File: config.mk
export PLATFORM = sky130hd
export DESIGN_NAME = tank_sprite_engine
export DESIGN_NICKNAME = d
export VERILOG_FILES = /design/src/rtl/tank_sprite_engine.sv
export SDC_FILE = /design/constraint.sdc
export NUM_CORES = 1
export LEC_CHECK = 0
export BUFFER_PORTS_ARGS = -buffer_cell sky130_fd_sc_hd__buf_2
export CORE_UTILIZATION = 57
export DETAILED_ROUTE_END_ITERATION = 6
export GPL_TIMING_DRIVEN = 0
export PLACE_DENSITY = 0.79
export SLEW_MARGIN = 10
export SYNTH_ARGS = -nofsm -noshare
export SYNTH_HDL_FRONTEND = slang
export SYNTH_SLANG_ARGS = --single-unit
File: constraint.sdc
create_clock -name clk_25m -period 5.2 [get_ports clk_25m]
set_input_delay 0.78 -clock clk_25m [delete_from_list [all_inputs] [get_ports clk_25m]]
set_output_delay 0.78 -clock clk_25m [all_outputs]
set_load 0.01 [all_outputs]
File: src/rtl/tank_sprite_engine.sv
// Tank movement and sprite-overlay engine: per-tank position/direction state,
// tick-driven movement with wall bounce, and a 3-stage sprite compositing pipeline.
module tank_sprite_engine #(
  parameter int unsigned NUM_TANKS  = 2,
  parameter int unsigned SPRITE_W   = 32,
  parameter int unsigned SPRITE_H   = 32,
  parameter int unsigned SCREEN_W   = 640,
  parameter int unsigned SCREEN_H   = 480,
  parameter int unsigned TICK_CNT   = 50000,
  parameter int unsigned STEP       = 1,
  parameter int unsigned BOUNCE     = 10,
  parameter int unsigned INIT_X     = 60,
  parameter int unsigned INIT_Y     = 60,
  parameter int unsigned INIT_PITCH = 100,
  parameter logic [7:0]  BG_COLOR    = 8'hFF,
  parameter logic [7:0]  TRANSPARENT = 8'h00,
  localparam int unsigned AW = $clog2(SPRITE_W * SPRITE_H)
) (
  input  logic                      clk_25m,
  input  logic                      rst,
  input  logic [9:0]                pixel_x,
  input  logic [9:0]                pixel_y,
  input  logic [7:0]                map_pixel,
  input  logic [5*NUM_TANKS-1:0]    btns,
  output logic [NUM_TANKS*AW-1:0]   sprite_addr,
  output logic [NUM_TANKS-1:0]      sprite_sel,
  input  logic [8*NUM_TANKS-1:0]    sprite_data,
  output logic [7:0]                screen_data,
  output logic [10*NUM_TANKS-1:0]   tank_x,
  output logic [10*NUM_TANKS-1:0]   tank_y,
  output logic [2*NUM_TANKS-1:0]    tank_dir,
  output logic                      tick
);

  localparam int unsigned XW = $clog2(SPRITE_W);
  localparam int unsigned YW = $clog2(SPRITE_H);
  localparam int unsigned CW = (TICK_CNT > 1) ? $clog2(TICK_CNT) : 1;

  localparam logic [CW-1:0]        TICK_LAST = CW'(TICK_CNT - 1);
  localparam logic signed [11:0]   X_MAX     = 12'(SCREEN_W - SPRITE_W);
  localparam logic signed [11:0]   Y_MAX     = 12'(SCREEN_H - SPRITE_H);
  localparam logic signed [11:0]   STEP_S    = 12'(STEP);
  localparam logic signed [11:0]   BOUNCE_S  = 12'(BOUNCE);

  typedef enum logic [1:0] {
    DIR_UP    = 2'b00,
    DIR_DOWN  = 2'b01,
    DIR_LEFT  = 2'b10,
    DIR_RIGHT = 2'b11
  } dir_e;

  // Architectural tank state
  logic [CW-1:0]        tick_cnt;
  logic [9:0]           x_q   [NUM_TANKS];
  logic [9:0]           y_q   [NUM_TANKS];
  dir_e                 dir_q [NUM_TANKS];
  logic [NUM_TANKS-1:0] hit_q;

  // Stage-0 combinational terms
  logic [9:0]           dx       [NUM_TANKS];
  logic [9:0]           dy       [NUM_TANKS];
  logic [AW-1:0]        addr_nxt [NUM_TANKS];
  logic [NUM_TANKS-1:0] in_box;
  logic [NUM_TANKS-1:0] hit_now;
  logic [NUM_TANKS-1:0] sel_nxt;

  // Button decode and movement
  logic [NUM_TANKS-1:0] btn_valid;
  dir_e                 btn_dir [NUM_TANKS];
  logic [NUM_TANKS-1:0] unused_fire;
  logic signed [11:0]   sx      [NUM_TANKS];
  logic signed [11:0]   sy      [NUM_TANKS];
  logic [9:0]           x_nxt   [NUM_TANKS];
  logic [9:0]           y_nxt   [NUM_TANKS];

  // Raster pipeline
  logic [AW-1:0]        addr_q [NUM_TANKS];
  logic [NUM_TANKS-1:0] sel_q;
  logic [NUM_TANKS-1:0] in_box_d1;
  logic [NUM_TANKS-1:0] in_box_d2;
  logic [7:0]           map_d1;
  logic [7:0]           map_d2;
  logic [7:0]           screen_nxt;

  function automatic logic [9:0] clamp(input logic signed [11:0] v,
                                       input logic signed [11:0] hi);
    logic [9:0] r;
    if (v < 12'sd0)   r = 10'd0;
    else if (v > hi)  r = hi[9:0];
    else              r = v[9:0];
    return r;
  endfunction

  // Sprite dimensions are powers of two, so H-1-dy and W-1-dx are bit inversions.
  always_comb begin
    // NOTE: every output of a combinational block gets a default before any
    // conditional assignment, so no path leaves it unassigned (no latch).
    for (int i = 0; i < NUM_TANKS; i++) begin
      dx[i]       = pixel_x - x_q[i];
      dy[i]       = pixel_y - y_q[i];
      in_box[i]   = (pixel_x >= x_q[i]) && (pixel_y >= y_q[i]) &&
                    (dx[i] < 10'(SPRITE_W)) && (dy[i] < 10'(SPRITE_H));
      hit_now[i]  = in_box[i] && (map_pixel != BG_COLOR);
      sel_nxt[i]  = (dir_q[i] == DIR_LEFT) || (dir_q[i] == DIR_RIGHT);
      addr_nxt[i] = {dy[i][YW-1:0], dx[i][XW-1:0]};
      case (dir_q[i])
        DIR_DOWN:  addr_nxt[i] = {~dy[i][YW-1:0], dx[i][XW-1:0]};
        DIR_RIGHT: addr_nxt[i] = {dy[i][YW-1:0], ~dx[i][XW-1:0]};
        default:   addr_nxt[i] = {dy[i][YW-1:0], dx[i][XW-1:0]};
      endcase
    end
  end

  always_comb begin
    for (int i = 0; i < NUM_TANKS; i++) begin
      btn_valid[i]   = $onehot(btns[5*i +: 4]);
      unused_fire[i] = btns[5*i+4];
      btn_dir[i]     = DIR_UP;
      if (btns[5*i+1])      btn_dir[i] = DIR_DOWN;
      else if (btns[5*i+2]) btn_dir[i] = DIR_LEFT;
      else if (btns[5*i+3]) btn_dir[i] = DIR_RIGHT;
    end
  end

  // A pending hit overrides the buttons and pushes the tank back against its heading.
  always_comb begin
    for (int i = 0; i < NUM_TANKS; i++) begin
      sx[i] = $signed({2'b00, x_q[i]});
      sy[i] = $signed({2'b00, y_q[i]});
      if (hit_q[i]) begin
        case (dir_q[i])
          DIR_UP:    sy[i] = sy[i] + BOUNCE_S;
          DIR_DOWN:  sy[i] = sy[i] - BOUNCE_S;
          DIR_LEFT:  sx[i] = sx[i] + BOUNCE_S;
          default:   sx[i] = sx[i] - BOUNCE_S;
        endcase
      end else if (btn_valid[i]) begin
        case (btn_dir[i])
          DIR_UP:    sy[i] = sy[i] - STEP_S;
          DIR_DOWN:  sy[i] = sy[i] + STEP_S;
          DIR_LEFT:  sx[i] = sx[i] - STEP_S;
          default:   sx[i] = sx[i] + STEP_S;
        endcase
      end
      x_nxt[i] = clamp(sx[i], X_MAX);
      y_nxt[i] = clamp(sy[i], Y_MAX);
    end
  end

  always_ff @(posedge clk_25m) begin
    // NOTE: state registers use non-blocking assignments so every register
    // samples pre-edge values regardless of statement order.
    if (rst) begin
      tick_cnt <= '0;
      tick     <= 1'b0;
      hit_q    <= '0;
      for (int i = 0; i < NUM_TANKS; i++) begin
        x_q[i]   <= 10'(INIT_X);
        y_q[i]   <= 10'(INIT_Y + i * INIT_PITCH);
        dir_q[i] <= DIR_UP;
      end
    end else begin
      if (tick_cnt == TICK_LAST) begin
        tick_cnt <= '0;
        tick     <= 1'b1;
      end else begin
        tick_cnt <= tick_cnt + CW'(1);
        tick     <= 1'b0;
      end
      // On a tick the old flag is consumed; a hit seen on that same edge survives.
      hit_q <= tick ? hit_now : (hit_q | hit_now);
      for (int i = 0; i < NUM_TANKS; i++) begin
        if (btn_valid[i]) dir_q[i] <= btn_dir[i];
        if (tick) begin
          x_q[i] <= x_nxt[i];
          y_q[i] <= y_nxt[i];
        end
      end
    end
  end

  // Lowest index wins, so scan from the top and let lower tanks overwrite.
  always_comb begin
    screen_nxt = map_d2;
    for (int i = NUM_TANKS - 1; i >= 0; i--) begin
      if (in_box_d2[i] && (sprite_data[8*i +: 8] != TRANSPARENT))
        screen_nxt = sprite_data[8*i +: 8];
    end
  end

  always_ff @(posedge clk_25m) begin
    if (rst) begin
      for (int i = 0; i < NUM_TANKS; i++) addr_q[i] <= '0;
      sel_q       <= '0;
      in_box_d1   <= '0;
      in_box_d2   <= '0;
      map_d1      <= '0;
      map_d2      <= '0;
      screen_data <= '0;
    end else begin
      for (int i = 0; i < NUM_TANKS; i++) begin
        if (in_box[i]) begin
          addr_q[i] <= addr_nxt[i];
          sel_q[i]  <= sel_nxt[i];
        end
      end
      in_box_d1   <= in_box;
      in_box_d2   <= in_box_d1;
      map_d1      <= map_pixel;
      map_d2      <= map_d1;
      screen_data <= screen_nxt;
    end
  end

  for (genvar g = 0; g < NUM_TANKS; g++) begin : g_out
    assign sprite_addr[g*AW +: AW] = addr_q[g];
    assign tank_x[10*g +: 10]      = x_q[g];
    assign tank_y[10*g +: 10]      = y_q[g];
    assign tank_dir[2*g +: 2]      = dir_q[g];
  end

  assign sprite_sel = sel_q;

endmodule

# Word level (Yosys, flattened, before mapping)
# Memory sizes are Yosys's and may differ from the RTL's.
# Cells that the tools add are included.
[word_totals]
regBits = 49
latchBits = 0
ram_bits = 64
mem_bits_ro = 0
input_bits = 56
out_inout_bits = 75
elab_cells = 168
memories = 4
[classes]
addsub = 27
mul = 0
n_div = 0
order_cmp = 16
n_eq_ne = 14
shift = 0
mux = 61
bitwise = 13
n_reduce_logical = 23
[mem_list]
columns = ["memory", "depth", "word_bits", "rd", "rd_clocked_by_memory_dff", "write_ports", "line", "text"]
rows = [
  ["addr_q", 2, 10, 2, 0, 2, "77", "logic [AW-1:0] addr_q [NUM_TANKS];"],
  ["x_q", 2, 10, 2, 0, 2, "54", "logic [9:0] x_q [NUM_TANKS];"],
  ["y_q", 2, 10, 2, 0, 2, "55", "logic [9:0] y_q [NUM_TANKS];"],
  ["dir_q", 2, 2, 2, 0, 2, "56", "dir_e dir_q [NUM_TANKS];"],
]
[op_table]
columns = ["cell", "count"]
rows = [
  ["one-hot mux 12 bit (2 select lines)", 8],
  ["two-way mux 10 bit", 14],
  ["two-way mux 12 bit", 8],
  ["< comparator 12 x 1 -> 1 bit (second input constant)", 4],
  ["adder 10 x 1 -> 11 bit (second input constant)", 4],
  ["adder 10 x 4 -> 11 bit (second input constant)", 4],
  ["subtractor 10 x 1 -> 11 bit (second input constant)", 4],
  ["subtractor 10 x 4 -> 11 bit (second input constant)", 4],
  [">= comparator 10 bit", 4],
  ["< comparator 10 x 6 -> 1 bit (second input constant)", 4],
  ["one-hot mux 10 bit (2 select lines)", 2],
  ["subtractor 10 bit", 4],
  ["> comparator 12 x 10 -> 1 bit (second input constant)", 2],
  ["> comparator 12 x 11 -> 1 bit (second input constant)", 2],
  ["inverter 5 bit", 4],
  ["two-way mux 1 bit", 18],
  ["two-way mux 2 bit", 9],
  ["adder 16 x 1 -> 16 bit (second input constant)", 1],
  ["== test 16 bit (second input constant)", 1],
  ["two-way mux 8 bit", 2],
  ["nonzero test 8 bit", 2],
  ["== test 2 bit (second input constant)", 6],
  ["logical AND 1 bit", 10],
  ["OR reduction 2 bit", 5],
  ["other kinds (9)", 28],
]

# Depth between registers and ports, before layout
# Gate-level depths: netlist of the first run.
[logic_depth]
ltp_word = 12
depth_mapped = 15
ltp_nobuf = 12

# Worst setup path after synthesis of the first run
# Ideal clock, no wire load.
[synth_path]
kind = "in2reg"
startpoint = "input btns[6]"
endpoint = "memory x_q[1][5], in the netlist x_q[0][15] (data pin)"
setup_time_ns = 0.257
arrival_ns = 3.997
t_required_ns = 4.943
slack_ns = 0.945
cell_stages = 15
n_path_buf = 3
path_cell_list = "clkbuf_1 -> inv_1 -> clkbuf_1 -> fa_1 -> inv_1 -> ha_1 -> ha_1 -> or4b_1 -> clkbuf_1 -> nor4_1 -> and3_1 -> a311o_1 -> xnor2_1 -> o21a_1 -> a21oi_1"
[synth_rtl]
columns = ["element", "line", "text"]
rows = [
  ["from (decl)", "24", "input logic [5*NUM_TANKS-1:0] btns,"],
  ["to (decl)", "54", ""],
]

==> results.toml, run 1 <==
[sta]
hold_ws_ns = 0.4339
finalHoldViolCount = 0
period_minus_slack_ns = 4.841
clock_skew_ns = 0.01012
slew_viol_final = 0
timing.slew.headroom_pct = 30.52
max_freq_mhz = 206.6
rsz0062_at_grt = "no"
tightest_slew_ns = 1.040
setup_viol = 0
setup_tns_ns = 0
finalCritPeriodShare_pct = 93.10

[layout]
drive_gt1_share_pct = 15.72
fin_nets = 1533
finalCoreUtilization_pct = 67.74
stdcell_count = 1644
num-fill-cells = 1464
area_growth_pct = 14.75
multi_input_area_um2 = 6850
antenna-diode-count = 0
seqCellArea_um2 = 2903

[worst_setup_path]
cp_max_fo = 10
max_stage_delay_ns = 0.57
crit_path_frequent_cell = "clkbuf_1"
cp_slowest_cell = "fa_1"
worstSetupStartpointType = "input pin"
crit_chain = "buf_2, clkbuf_1, inv_1, clkbuf_1, fa_1, inv_1, ha_1, ha_1, or3b_2, clkbuf_1, nor2_2, o21ai_0, a211oi_1, a21oi_1, a21oi_1, o21ai_0"
critical_path_class = "input pin to flop"
endpoint_kind = "flop"
crit_required_ns = 5.33
worstPathArrival_ns = 4.97

[logic_synthesis]
synth_top_area_share_pct = 18.56
synth-edff-count = 64
yosysSeqAreaShare_pct = 28.04
synth_area_per_cell_um2 = 8.229
synth_cell_type_count = 91
synth_area_um2 = 10350
synthTopCellsByArea = "edfxtp_1, dfxtp_1, ha_1"
synth_area_leader_cell = "edfxtp_1"
ys_async_sr_fraction_pct = 0
ys_ff_latch = 113
ys.flop_type = "edfxtp_1"
synthCells = 1258
yosys_warnings = 0

[detailed_routing]
drt_pass1_iterations = 7
vias = 10680
drt_iter0_markers = 928
routed_wl_um = 33170
wire_per_inst_um = 20.18
routed_via_density = 6.499
antenna_left = 0
drcViolationCount = 5

[clock_tree]
postCtsHoldBufs = 0
cts_sinks = 113
cts_root_buf = "clkbuf_16"
cts_tree = "yes"
numCtsBuffers = 17
insertion_delay_ns = 0.43
cts_setup_buffers = 0
h-tree-depth = 4
clk_path_buf_depth = 2
clk_pin_slew_worst_paths_ns = 0.06

[floorplan]
core_um2 = 17540
start_util_pct = 59.03
placementRows = 48
die_w_um = 136.8
die_area_um2 = 18700
pin_count = 131
die_h_um = 136.8

[global_route]
antenna_found_initial = 0
grt_max_degree = 32
grt_pass1_wl_um = 51160
grtUsageTotal_pct = 35.72
overflow = 0
grt_pass1_vias = 9898

[place]
numPortBuffers = 127
gp_congestion = 1.001
placed_cells = 1612
hpwl_um = 24800

[power]
switching_power_mw = 1.004
powerDensity_nw_per_um2 = 246.4
p_total_mw = 2.927
leakagePower_nw = 4.605
internal-power_mw = 1.923
combPwrFrac_pct = 25.0
seqPwrFrac_pct = 34.2
irDropWorstVdd_uv = 256.5
p_clk_share_pct = 40.8
p_sw_share_pct = 34.30

[min_path]
min-delay-path-class = "flop to flop"

[status]
violations = "design-rule violations"
status = "finished, violations left"

[flow_run]
maxCapViolCount = 0
-- cell type report --
| class | count | share of cell area, % |
|---|---|---|
| Clock buffer | 17 | 3.581 |
| Clock inverter | 15 | 1.327 |
| Inverter | 82 | 2.591 |
| Sequential cell | 113 | 24.44 |
| Tap cell | 225 | 2.370 |
| Timing Repair Buffer | 128 | 5.519 |
| Buffer | 73 | 2.507 |
| Multi-Input combinational cell | 991 | 57.67 |
-- power groups by stage --
| stage | clock, mW | combinational (mW) | sequential (mW) |
|---|---|---|---|
| 3_5_place_dp | 0 | 0.704 | 1.02 |
| 3_3_place_gp | 0 | 0.691 | 1.02 |
| 2_1_floorplan | 0 | 0.490 | 1.02 |
| 6_report | 1.20 | 0.730 | 1.00 |
| 5_1_grt | 1.24 | 0.787 | 1.00 |
| 4_1_cts | 1.19 | 0.711 | 1.00 |
-- synth_stat cells (all sizes together) (10+ instances only) --
master,count
xor2,20
o21a,16
nand2,85
nor2b,37
or4,14
nand3,44
xnor2,58
o22ai,11
o21ai,66
buf,12
nor4,30
o211ai,19
nor3,51
mux2i,18
dfxtp,49
a21o,10
a31oi,13
clkbuf,61
a21oi,73
inv,81
ha,65
edfxtp,64
nand4,35
a211oi,31
nor2,90
and3,12
nand2b,18
or3,15
-- cells in the final DEF, fill, tap and decap left out, drive strengths merged, types with 15 or more instances in the layout --
cell / instances
a211oi: 31
a21oi: 73
buf: 140
clkbuf: 78
dfxtp: 49
edfxtp: 64
ha: 65
inv: 94
mux2i: 18
nand2: 85
nand2b: 18
nand3: 44
nand4: 35
nor2: 90
nor2b: 37
nor3: 51
nor4: 30
o211ai: 19
o21a: 16
o21ai: 66
or3: 15
xnor2: 58
xor2: 20
-- timing repair --
action	4_1_cts	5_1_grt
gates resized for setup	0	1
hold endpoints to repair	0	0
endpoints found under the setup margin	0	5
-- sequential cells by signal (all words and copies together) (netlist names), 4 cells and up --
register     count
addr_q          20
dir_q            4
map_d1           8
map_d2           8
screen_data      8
tick_cnt        16
x_q             20
y_q             20
-- final timing paths --
kind	end	startpoint	slack, ns	cells past startpoint
min	map_d2[3]$_SDFF_PP0_	map_d1[3]$_SDFF_PP0_	0.43	1
min reg2reg	map_d2[3]$_SDFF_PP0_	map_d1[3]$_SDFF_PP0_	0.43	1
max reg2reg	addr_q[0][12]$_SDFFCE_PN0P_	y_q[0][11]$_SDFFCE_PP0P_	1.35	9
max	x_q[0][14]$_SDFFCE_PN1P_	btns[6]	0.36	16
-- critical path: cells and delay by family --
kind	cells	cell delay, ns
adders and majority gates	3	1.05
buffers and inverters	6	1.20
and+or+nand+nor	2	0.90
AOI/OAI and AO/OA	5	1.03
-- kinds of logic (layout without fill, tap and decap cells) --
group / count (synthesis) / count (layout) / share of synthesized area, %
AO/OA/AOI/OAI: 341 / 341 / 23.73
XOR/XNOR: 78 / 78 / 6.599
adder cells (fa/ha/maj): 71 / 71 / 9.016
buffers and inverters: 155 / 315 / 5.850
flip-flops: 113 / 113 / 28.04
multiplexers: 21 / 21 / 2.067
other: 1 / 2 / 0.03622
AND/OR/NAND/NOR: 478 / 478 / 24.67
-- through the flow --
stage	area, um^2	setup WS (ns)
floorplan	10360	0.9452
global placement	11270	-0.1416
detailed placement	11290	-0.1571
CTS	11880	0.2580
global route	11880	0.08927
finish	11880	0.3586
-- metal layers --
metal,GRT usage (%),vias to the layer above,routed length [um]
li1,-,5005,-
met1,44.88,4968,13560
met2,58.01,595,15150
met3,6.815,116,2935
met4,18.58,0,1526
met5,0,-,0
(Power assumes the default switching activity.)
==> inputs of run 2 (changes only) <==
==> constraint.sdc (replaced) <==
create_clock -name clk_25m -period 4.8 [get_ports clk_25m]
set_input_delay 0.72 -clock clk_25m [delete_from_list [all_inputs] [get_ports clk_25m]]
set_output_delay 0.72 -clock clk_25m [all_outputs]
set_load 0.01 [all_outputs]
==> run 2 against run 1 <==
- the flow now finishes without violations
- clock skew up 0.00074 ns
- non-clock buffer count down 1
- final cell count about the same
- via count up 0.16%
- hold slack about the same
- wire length about the same
- die area unchanged
- critical endpoint is now y_q[0][4]$_SDFFCE_PN1P_
- largest power group unchanged
==> results.toml, run 2 (synthesis gave the netlist of run 1 again) <==
[floorplan]
placementRows = 48
die_area_um2 = 18700
core_um2 = 17540
start_util_pct = 59.03
pin_count = 131
die_h_um = 136.8
die_w_um = 136.8

[global_route]
overflow = 0
grtUsageTotal_pct = 35.70
grt_max_degree = 32
grt_pass1_wl_um = 51180
grt_pass1_vias = 9896
antenna_found_initial = 0

[clock_tree]
cts_root_buf = "clkbuf_16"
cts_sinks = 113
numCtsBuffers = 17
clk_path_buf_depth = 2
insertion_delay_ns = 0.43
cts_setup_buffers = 0
cts_tree = "yes"
h-tree-depth = 4
clk_pin_slew_worst_paths_ns = 0.06
postCtsHoldBufs = 0

[sta]
slew_viol_final = 0
period_minus_slack_ns = 4.559
finalHoldViolCount = 0
finalCritPeriodShare_pct = 94.97
clock_skew_ns = 0.01086
rsz0062_at_grt = "no"
max_freq_mhz = 219.4
timing.slew.headroom_pct = 30.31
hold_ws_ns = 0.4336
setup_tns_ns = 0
tightest_slew_ns = 1.043
setup_viol = 0

[detailed_routing]
routed_wl_um = 33170
vias = 10700
wire_per_inst_um = 20.19
routed_via_density = 6.513
drt_pass1_iterations = 6
drcViolationCount = 0
drt_iter0_markers = 927
antenna_left = 0

[place]
numPortBuffers = 127
hpwl_um = 24800
gp_congestion = 1.001

[status]
status = "complete, no violations"

[power]
irDropWorstVdd_uv = 277.4
powerDensity_nw_per_um2 = 266.7
leakagePower_nw = 4.605

[worst_setup_path]
r2r-end = "addr_q[0][12]$_SDFFCE_PN0P_"
r2r_cells = 9
r2r_slack_ns = 0.94
critical_path_class = "input pin to flop"
worstSetupStartpointType = "input pin"
worstPathArrival_ns = 4.67
cp_max_fo = 10
r2r-start = "y_q[0][11]$_SDFFCE_PP0P_"
endpoint_kind = "flop"
crit_required_ns = 4.91

[layout]
fin_nets = 1532
final_common_cell = "buf_2"
area_growth_pct = 14.76
antenna-diode-count = 0
drive_gt1_share_pct = 15.73
num-fill-cells = 1463
final_cell_mix = "buf_2, nor2_1, nand2_1, inv_1, a21oi_1"
reg_top3 = "addr_q (20), x_q (20), y_q (20)"

[flow_run]
maxCapViolCount = 0

[min_path]
hold_end = "map_d2[3]$_SDFF_PP0_"
hold_path_depth = 1
min-delay-path-class = "flop to flop"
holdCritStartpoint = "map_d1[3]$_SDFF_PP0_"
[run 2: repair_timing]
item,in CTS,in global routing
pin swaps,0,0
resized for setup,1,1
setup endpoints to repair,3,11
[run 2: power by group]
part           internal (mW)  switching [mW]  leakage (nW)  total, mW
Clock                  0.738           0.554         0.293       1.29
Sequential              1.06          0.0294          1.01       1.09
Combinational          0.289           0.502          3.30      0.791
Total                   2.08            1.09          4.60       3.17
[run 2: layout make-up]
class,instances,area [um^2],area share (%)
Timing Repair Buffer,128,655.6,5.519
Tap cell,225,281.5,2.370
Inverter,82,307.8,2.591
Clock inverter,15,157.7,1.327
Buffer,72,294.0,2.475
Clock buffer,17,425.4,3.581
Sequential cell,113,2903,24.43
Multi-Input combinational cell,991,6855,57.70
[run 2: critical path: stages]
cell      delay [ns]
buf_2           0.08
buf_2           0.21
inv_1           0.18
fa_1            0.53
inv_1           0.04
ha_1            0.17
ha_1            0.32
nor4b_2         0.90
nand2_1         0.34
o22ai_1         0.23
xnor2_1         0.17
o311ai_0        0.20
a211oi_2        0.36
o21ai_0         0.20
[run 2: worst max-delay path by stage]
stage                     startpoint                       end  slack, ns  cells after the start
final                        btns[1]   y_q[0][4]$_SDFFCE_PN1P_       0.24                     14
after global routing         btns[1]   y_q[0][4]$_SDFFCE_PN1P_       0.08                     14
after CTS                    btns[6]  x_q[0][14]$_SDFFCE_PN1P_       0.13                     16
after detailed placement     btns[6]  x_q[0][14]$_SDFFCE_PN1P_      -0.50                     16
after global placement       btns[6]  x_q[0][14]$_SDFFCE_PN1P_      -0.48                     16
after floorplan              btns[6]  x_q[0][15]$_SDFFCE_PN1P_       0.61                     15
[run 2: through the flow]
step	area, um^2	worst slack (ns)	util, %	std cells	total power [mW]
after floorplan	10360	0.6052	-	1259	1.640
after global placement	11270	-0.4816	64.28	1611	1.853
after detailed placement	11290	-0.4971	64.40	1612	1.867
after CTS	11880	0.1283	67.74	1644	3.144
after global routing	11880	0.07938	67.74	1643	3.281
final	11880	0.2415	67.74	1643	3.169
[run 2: layer usage]
layer  wire length, um  track usage, %  share of wire (%)
met1             13280           44.79                 40
met2             15140           58.04                 46
met3              3151           6.889                9.5
met4              1596           18.52                4.8
met5                 0               0                  0
